===== config.mk =====
export PLATFORM = sky130hd
export DESIGN_NAME = instruction_fetch_unit
export DESIGN_NICKNAME = d
export VERILOG_FILES = /design/src/rtl/instruction_fetch_unit.sv
export SDC_FILE = /design/constraint.sdc
export NUM_CORES = 1
export LEC_CHECK = 0
export ABC_AREA = 1
export BUFFER_PORTS_ARGS = -buffer_cell sky130_fd_sc_hd__buf_2
export CORE_MARGIN = 1
export CORE_UTILIZATION = 40
export CTS_BUF_LIST = sky130_fd_sc_hd__clkbuf_8
export CTS_CLUSTER_DIAMETER = 80
export DETAILED_ROUTE_END_ITERATION = 7
export PLACE_DENSITY = 0.7
export SLEW_MARGIN = 15
export SYNTH_ARGS = -nofsm -noshare
export SYNTH_HDL_FRONTEND = slang
export SYNTH_SLANG_ARGS = --single-unit

===== constraint.sdc =====
create_clock -name Clock -period 1.4 [get_ports Clock]
set_input_delay 0.42 -clock Clock [delete_from_list [all_inputs] [get_ports Clock]]
set_output_delay 0.42 -clock Clock [all_outputs]
set_load 0.1 [all_outputs]

===== src/rtl/instruction_fetch_unit.sv =====
// Instruction fetch unit: owns the program counter, reads a combinational
// instruction memory and hands captured words to decode over valid/ready.
// Handles stalls, branch/jump redirects, illegal targets and counts deliveries.
module instruction_fetch_unit #(
    parameter logic [31:0] RESET_PC  = 32'h0000_0000,
    parameter int unsigned MEM_BYTES = 128
) (
    input  logic        Clock,
    input  logic        Reset,
    input  logic        Start,
    output logic [31:0] ReadAddress,
    input  logic [31:0] Instruction,
    output logic        FetchValid,
    input  logic        FetchReady,
    output logic [31:0] FetchInstruction,
    output logic [31:0] FetchPC,
    input  logic        Redirect,
    input  logic [31:0] RedirectTarget,
    output logic        FetchError,
    output logic [31:0] InstrCount
);

    typedef enum logic [1:0] {
        ST_IDLE  = 2'd0,
        ST_FETCH = 2'd1,
        ST_HALT  = 2'd2
    } state_t;

    localparam logic [31:0] LP_MEM_BYTES = 32'(MEM_BYTES);
    // MEM_BYTES is a power of two, so wrapping the PC is a simple mask.
    localparam logic [31:0] LP_ADDR_MASK = LP_MEM_BYTES - 32'd1;

    state_t      r_state;
    logic [31:0] r_pc;
    logic        r_fetch_valid;
    logic [31:0] r_fetch_instr;
    logic [31:0] r_fetch_pc;
    logic        r_fetch_error;
    logic [31:0] r_instr_count;

    state_t      w_state_next;
    logic [31:0] w_pc_next;
    logic        w_fetch_valid_next;
    logic [31:0] w_fetch_instr_next;
    logic [31:0] w_fetch_pc_next;
    logic        w_fetch_error_next;
    logic        w_target_legal;
    logic        w_handshake;
    logic        w_slot_free;

    assign w_target_legal = (RedirectTarget[1:0] == 2'b00) && (RedirectTarget < LP_MEM_BYTES);
    assign w_handshake    = r_fetch_valid && FetchReady;
    assign w_slot_free    = !r_fetch_valid || FetchReady;

    // State register and all registered outputs, with synchronous reset.
    // NOTE: sequential state uses non-blocking assignments so every register
    // samples the pre-edge values, independent of statement order.
    always_ff @(posedge Clock) begin
        if (Reset) begin
            r_state       <= ST_IDLE;
            r_pc          <= RESET_PC;
            r_fetch_valid <= 1'b0;
            r_fetch_instr <= 32'd0;
            r_fetch_pc    <= 32'd0;
            r_fetch_error <= 1'b0;
            r_instr_count <= 32'd0;
        end else begin
            r_state       <= w_state_next;
            r_pc          <= w_pc_next;
            r_fetch_valid <= w_fetch_valid_next;
            r_fetch_instr <= w_fetch_instr_next;
            r_fetch_pc    <= w_fetch_pc_next;
            r_fetch_error <= w_fetch_error_next;
            // A handshake coinciding with a redirect still counts as delivered.
            if (w_handshake) begin
                r_instr_count <= r_instr_count + 32'd1;
            end
        end
    end

    // Next-state and next-value logic; Redirect outranks Start and capture.
    // NOTE: every signal gets a hold default first so no path infers a latch.
    always_comb begin
        w_state_next       = r_state;
        w_pc_next          = r_pc;
        w_fetch_valid_next = r_fetch_valid;
        w_fetch_instr_next = r_fetch_instr;
        w_fetch_pc_next    = r_fetch_pc;
        w_fetch_error_next = r_fetch_error;

        unique case (r_state)
            ST_IDLE: begin
                if (Redirect) begin
                    if (w_target_legal) begin
                        w_pc_next = RedirectTarget;
                    end else begin
                        w_state_next       = ST_HALT;
                        w_fetch_error_next = 1'b1;
                    end
                end else if (Start) begin
                    w_state_next = ST_FETCH;
                end
            end
            ST_FETCH: begin
                if (Redirect) begin
                    // Flush the wrong-path instruction; no capture this cycle.
                    w_fetch_valid_next = 1'b0;
                    if (w_target_legal) begin
                        w_pc_next = RedirectTarget;
                    end else begin
                        w_state_next       = ST_HALT;
                        w_fetch_error_next = 1'b1;
                    end
                end else if (w_slot_free) begin
                    w_fetch_instr_next = Instruction;
                    w_fetch_pc_next    = r_pc;
                    w_fetch_valid_next = 1'b1;
                    w_pc_next          = (r_pc + 32'd4) & LP_ADDR_MASK;
                end
            end
            ST_HALT: begin
                w_fetch_valid_next = 1'b0;
            end
            default: begin
                w_state_next       = ST_HALT;
                w_fetch_valid_next = 1'b0;
            end
        endcase
    end

    assign ReadAddress      = r_pc;
    assign FetchValid       = r_fetch_valid;
    assign FetchInstruction = r_fetch_instr;
    assign FetchPC          = r_fetch_pc;
    assign FetchError       = r_fetch_error;
    assign InstrCount       = r_instr_count;

endmodule

* Word level (Yosys, flattened, before mapping)
Cells that the tools add are included.
** Storage, ports and cells
- Flip-flop bits (word level) :: 132
- Latch bits :: 0
- RAM bits :: 0
- Bits in read-only memories :: 0
- Input bits :: 69
- Output and inout bits :: 130
- Word-level logic and storage cells :: 46
- Memories :: 0
** Operators by class
- $add $sub $neg :: 2
- $mul :: 0
- Div/mod/pow operators :: 0
- Magnitude comparators :: 1
- Equal/unequal tests :: 6
- Shift-type cells :: 0
- Multiplexer cells :: 13
- Bitwise logic cells :: 4
- Reduce and logical (&&, ||, !) cells :: 13
** Operators with widths (number)
- $mux W32 :: 4
- $pmux W32 S2 :: 1
- $add A32 B1 Y32 const B :: 1
- $lt A32 B8 Y1 const B :: 1
- $reduce_and A3 Y1 :: 4
- $mux W2 :: 4
- $add A7 B3 Y7 const B :: 1
- $ne A3 B3 Y1 const B :: 2
- $pmux W2 S3 :: 1
- $logic_not A2 Y1 :: 2
- $ne A2 B2 Y1 const B :: 2
- $not A1 Y1 :: 4
- $eq A2 B1 Y1 const B :: 1
- $eq A2 B2 Y1 const B :: 1
- $logic_and A1 B1 Y1 :: 2
- $mux W1 :: 2
- $pmux W1 S2 :: 1
- $reduce_and A2 Y1 :: 1
- $reduce_bool A2 Y1 :: 1
- $reduce_or A2 Y1 :: 1
- $logic_not A1 Y1 :: 1
- $logic_or A1 B1 Y1 :: 1

* Depth between registers and ports, before layout
- Depth in word-level cells :: 5
- Mapped depth :: 11

* Worst setup path after synthesis
No wires, ideal clock.
- Path type :: register -> register
- Start :: reg r_instr_count[0] (netlist: InstrCount[0])
- End :: reg r_instr_count[14] (netlist: InstrCount[14])
- Library setup time :: 0.119 ns
- Arrival :: 2.150 ns
- Required time :: 1.281 ns
- Slack :: -0.869 ns
- Stages on the path, launching flop included :: 9
- Buffers on the path :: 0
- Period minus slack after synthesis :: 2.269 ns
- Path through :: dfxtp_1 -> ha_1 -> nand3_1 -> nor2_4 -> nand3_2 -> nor2_1 -> nand2_1 -> o21ai_0 -> nor2_1
** Between the ends
- Word-level cells in the longest chain between the ends :: 1
** Ends and longest elaborated chain
- from (decl) :: RTL line 39 : logic [31:0] r_instr_count;
- from (signal assigned) :: RTL line 76 : r_instr_count <= r_instr_count + 32'd1;
- $add A32 B1 Y32 :: RTL line 76
No other way between the ends.
A chain may end at the register's enable or synchronous reset.

* Worst setup path in the final report
Same ends and word-level chain as after synthesis.

==> run_results.csv <==
group,metric,value,unit
placed_design,dpl_cell_area,8870,um^2
drt,drt_iter0_drc,454,
critical_path,worst-r2r-setup-slack,-210,ps
clocking,clock-sinks,132,
critical_path,cp_data_required_time,1740,ps
yosys,synth_warnings,0,
critical_path,end_kind,"flop",
die,design.die.area,13900,um^2
grt,grt_remaining_overflow,0,
critical_path,rr_worst_depth,9,
critical_path,critPathMaxFanout,3,
grt,grtUsageTotal,25.3,%
yosys,synthTopCellsByCount,"nor2_1 (172), dfxtp_1 (132), inv_1 (90), nand2_1 (82), o21ai_0 (82)",
yosys,synth_top_area_share,49.1,%
sta,fmax,0.621,GHz
min_path,min_to,"FetchInstruction[22]",
placed_design,gp_congestion,0.811,
sta,finalHoldViolations,0,
yosys,synth_nets,796,
grt,grt_antenna_before_repair,0,
final_layout,nets,1094,
final_layout,fillCellCount,771,
die,core_area,12900,um^2
min_path,worstHoldPathCells,3,
run_status,status,"finished, violations left",
power,ir_drop,0.576,mV
drt,wl_per_cell,15.5,um
clocking,clkTransAtPathRegs,80,ps
sta,fin_crit,1610,ps
power,power_density,795,nW/um^2
sta,finClkSkew,16.5,ps
sta,setup_viol,140,
power,p_leak,0.00454,uW
grt,grt_start_max_net_pins,56,
clocking,cts_max_level,4,
yosys,yosys_register_bits,132,
placed_design,port_buffers,198,
sta,worst_pin_slew,380,ps
min_path,min_path_type,"in2reg",
die,die_h,118,um
critical_path,path_buf_inv,1,
run_status,violations,"setup timing",
critical_path,reg2reg_to,"InstrCount[14]",
drt,ant_nets,0,
yosys,synth.most_common_cell,"nor2_1",
placed_design,hpwl,11300,um
critical_path,cp_cell_sequence,"ha_4 -> nand3_4 -> nor2_4 -> nand3_4 -> buf_12 -> nor2_4 -> nand2_1 -> o21ai_0 -> nor2_1",
critical_path,cp_top_family,"simple AND/OR/NAND/NOR gates",
die,pin_count,199,
critical_path,cpPeakStageDelay,380,ps
clocking,worstSkewPairLatency,460,ps
critical_path,crit_type,"reg2reg",
die,die_w,118,um
yosys,synth_ff_type,"dfxtp_1",
yosys,yosysSeqAreaShare,49.1,%
die,start_util,41.8,%
critical_path,cp.arrival,1950,ps
clocking,root_buffer,"clkbuf_8",
grt,grt_first_pass_wirelength,27700,um
drt,drt-vias-per-instance,4.95,
final_layout,drive_above_1_share,50.9,%
yosys,syn_avg_cell_area,7.42,um^2
drt,drt-total-wl,18700,um
yosys,yosysUniqueCellTypes,35,
grt,grt_pass1_vias,5823,
min_path,holdCritStartpoint,"Instruction[22]",
final_layout,n_antenna_cell,0,
yosys,synth-edff-count,0,
sta,rsz0062_at_grt,"yes",
clocking,cts_hold_buf,0,
drt,vias,5985,
clocking,tritoncts.num_buffers,17,
sta,relSlewSlack,74.4,%
drt,drtPass1Iterations,5,
clocking,cts_tree,"yes",
critical_path,setup.worst_path.start_class,"flop",
sta,hold_ws,205,ps
sta,worst_slack,-210,ps
die,rows,41,
sta,maxSlewViolCount,0,
critical_path,slowest_stage,"dfxtp_4",
drt,drc,0,
yosys,syn-cell-area,5380,um^2
yosys,synth_cells,725,
critical_path,regToRegStartpoint,"InstrCount[0]",
sta,period_share,115,%
final_layout,area_growth,90.3,%
yosys,synth_top_area_cell,"dfxtp_1",
job,drv_cap,0,
clocking,clockBufferDepth,2,
final_layout,design_area,10200,um^2
yosys,postSynth.asyncResetShare,0,%
yosys,synthTopCellsByArea,"dfxtp_1 (49%), nor2_1 (12%), o21ai_0 (7.6%)",
## worst register-to-register path: stages (launching register included)
cell and delay (ps):
dfxtp_4 380, ha_4 150, nand3_4 60, nor2_4 200
nand3_4 140, buf_12 160, nor2_4 80, nand2_1 70
o21ai_0 190, nor2_1 70
## worst max-delay path by stage
stage / depth (start not counted) / startpoint / to / slack, ps
after global placement: 8 / FetchReady / ReadAddress[20] / -150
after CTS: 2 / InstrCount[1] / InstrCount[1] / -120
after global routing: 9 / InstrCount[0] / InstrCount[14] / -260
after floorplan: 9 / InstrCount[1] / InstrCount[22] / -200
final: 9 / InstrCount[0] / InstrCount[14] / -210
after detailed placement: 8 / FetchReady / ReadAddress[28] / -260
## final cells by class
| cell class | instances | area [um^2] | area share [%] |
|---|---|---|---|
| sequential | 132 | 2950 | 28.8 |
| clock buffer | 18 | 248 | 2.42 |
| multi-input combinational | 469 | 2400 | 23.4 |
| inverter | 96 | 370 | 3.62 |
| clock inverter | 14 | 113 | 1.10 |
| timing repair buffer | 307 | 3940 | 38.5 |
| tap | 172 | 215 | 2.10 |
## cell families (layout without fill, tap and decap cells)
group,count (synthesis),after routing,synth area share [%]
simple gates,338,339,28.0
flops,132,132,49.1
buf+inv,125,435,9.66
compound gates,123,123,11.9
xor+xnor,5,5,0.814
fa+ha+maj,2,2,0.465
## layer usage
metal | vias to the layer above | global-route usage (%) | part of all wire, %
met2 | 286 | 46.8 | 54
met4 | 0 | 12.8 | 2.9
met1 | 2749 | 26.2 | 37
met3 | 53 | 6.30 | 6.1
li1 | 2897 | - | -
met5 | - | 0 | 0
## cells in the final DEF, fill, tap and decap left out, types with 18 or more instances in the layout
cell	instances
nand2_1	76
inv_1	88
nand3_1	40
buf_12	137
nor2_1	170
a21oi_1	29
buf_4	86
dfxtp_2	74
dfxtp_4	57
clkbuf_8	18
o21ai_0	61
buf_2	68
## through the flow
| step | worst slack, ps | std cells | total power, uW | utilization [%] | setup TNS [ps] |
|---|---|---|---|---|---|
| after floorplan | -204 | 725 | 4680 | - | -2790 |
| after global placement | -150 | 1105 | 5180 | 68.9 | -6370 |
| after detailed placement | -261 | 1105 | 5200 | 68.9 | -9480 |
| after CTS | -122 | 1195 | 8110 | 76.7 | -4570 |
| after global routing | -256 | 1208 | 8430 | 79.5 | -11700 |
| final | -210 | 1208 | 8130 | 79.5 | -4450 |
## report_power, final
part	leakage, uW	internal (uW)	switching, uW	total, uW
combinational	0.00321	496	831	1330
clock	0.000184	1310	1670	2980
sequential	0.00115	3740	81.2	3820
total	0.00454	5550	2580	8130
## timing repair
item	in CTS	in global routing
setup endpoints to repair	140	198
cloned	1	2
pin swaps	5	14
setup buffers	59	11
gates resized for setup	124	74
## state kept, by name, summed over array words and instances, names as in the netlist
signal and flops:
FetchError 1, FetchInstruction 32, FetchPC 32, FetchValid 1
InstrCount 32, ReadAddress 32, r_state 2
No activity file was read; power rests on OpenSTA's default activity.
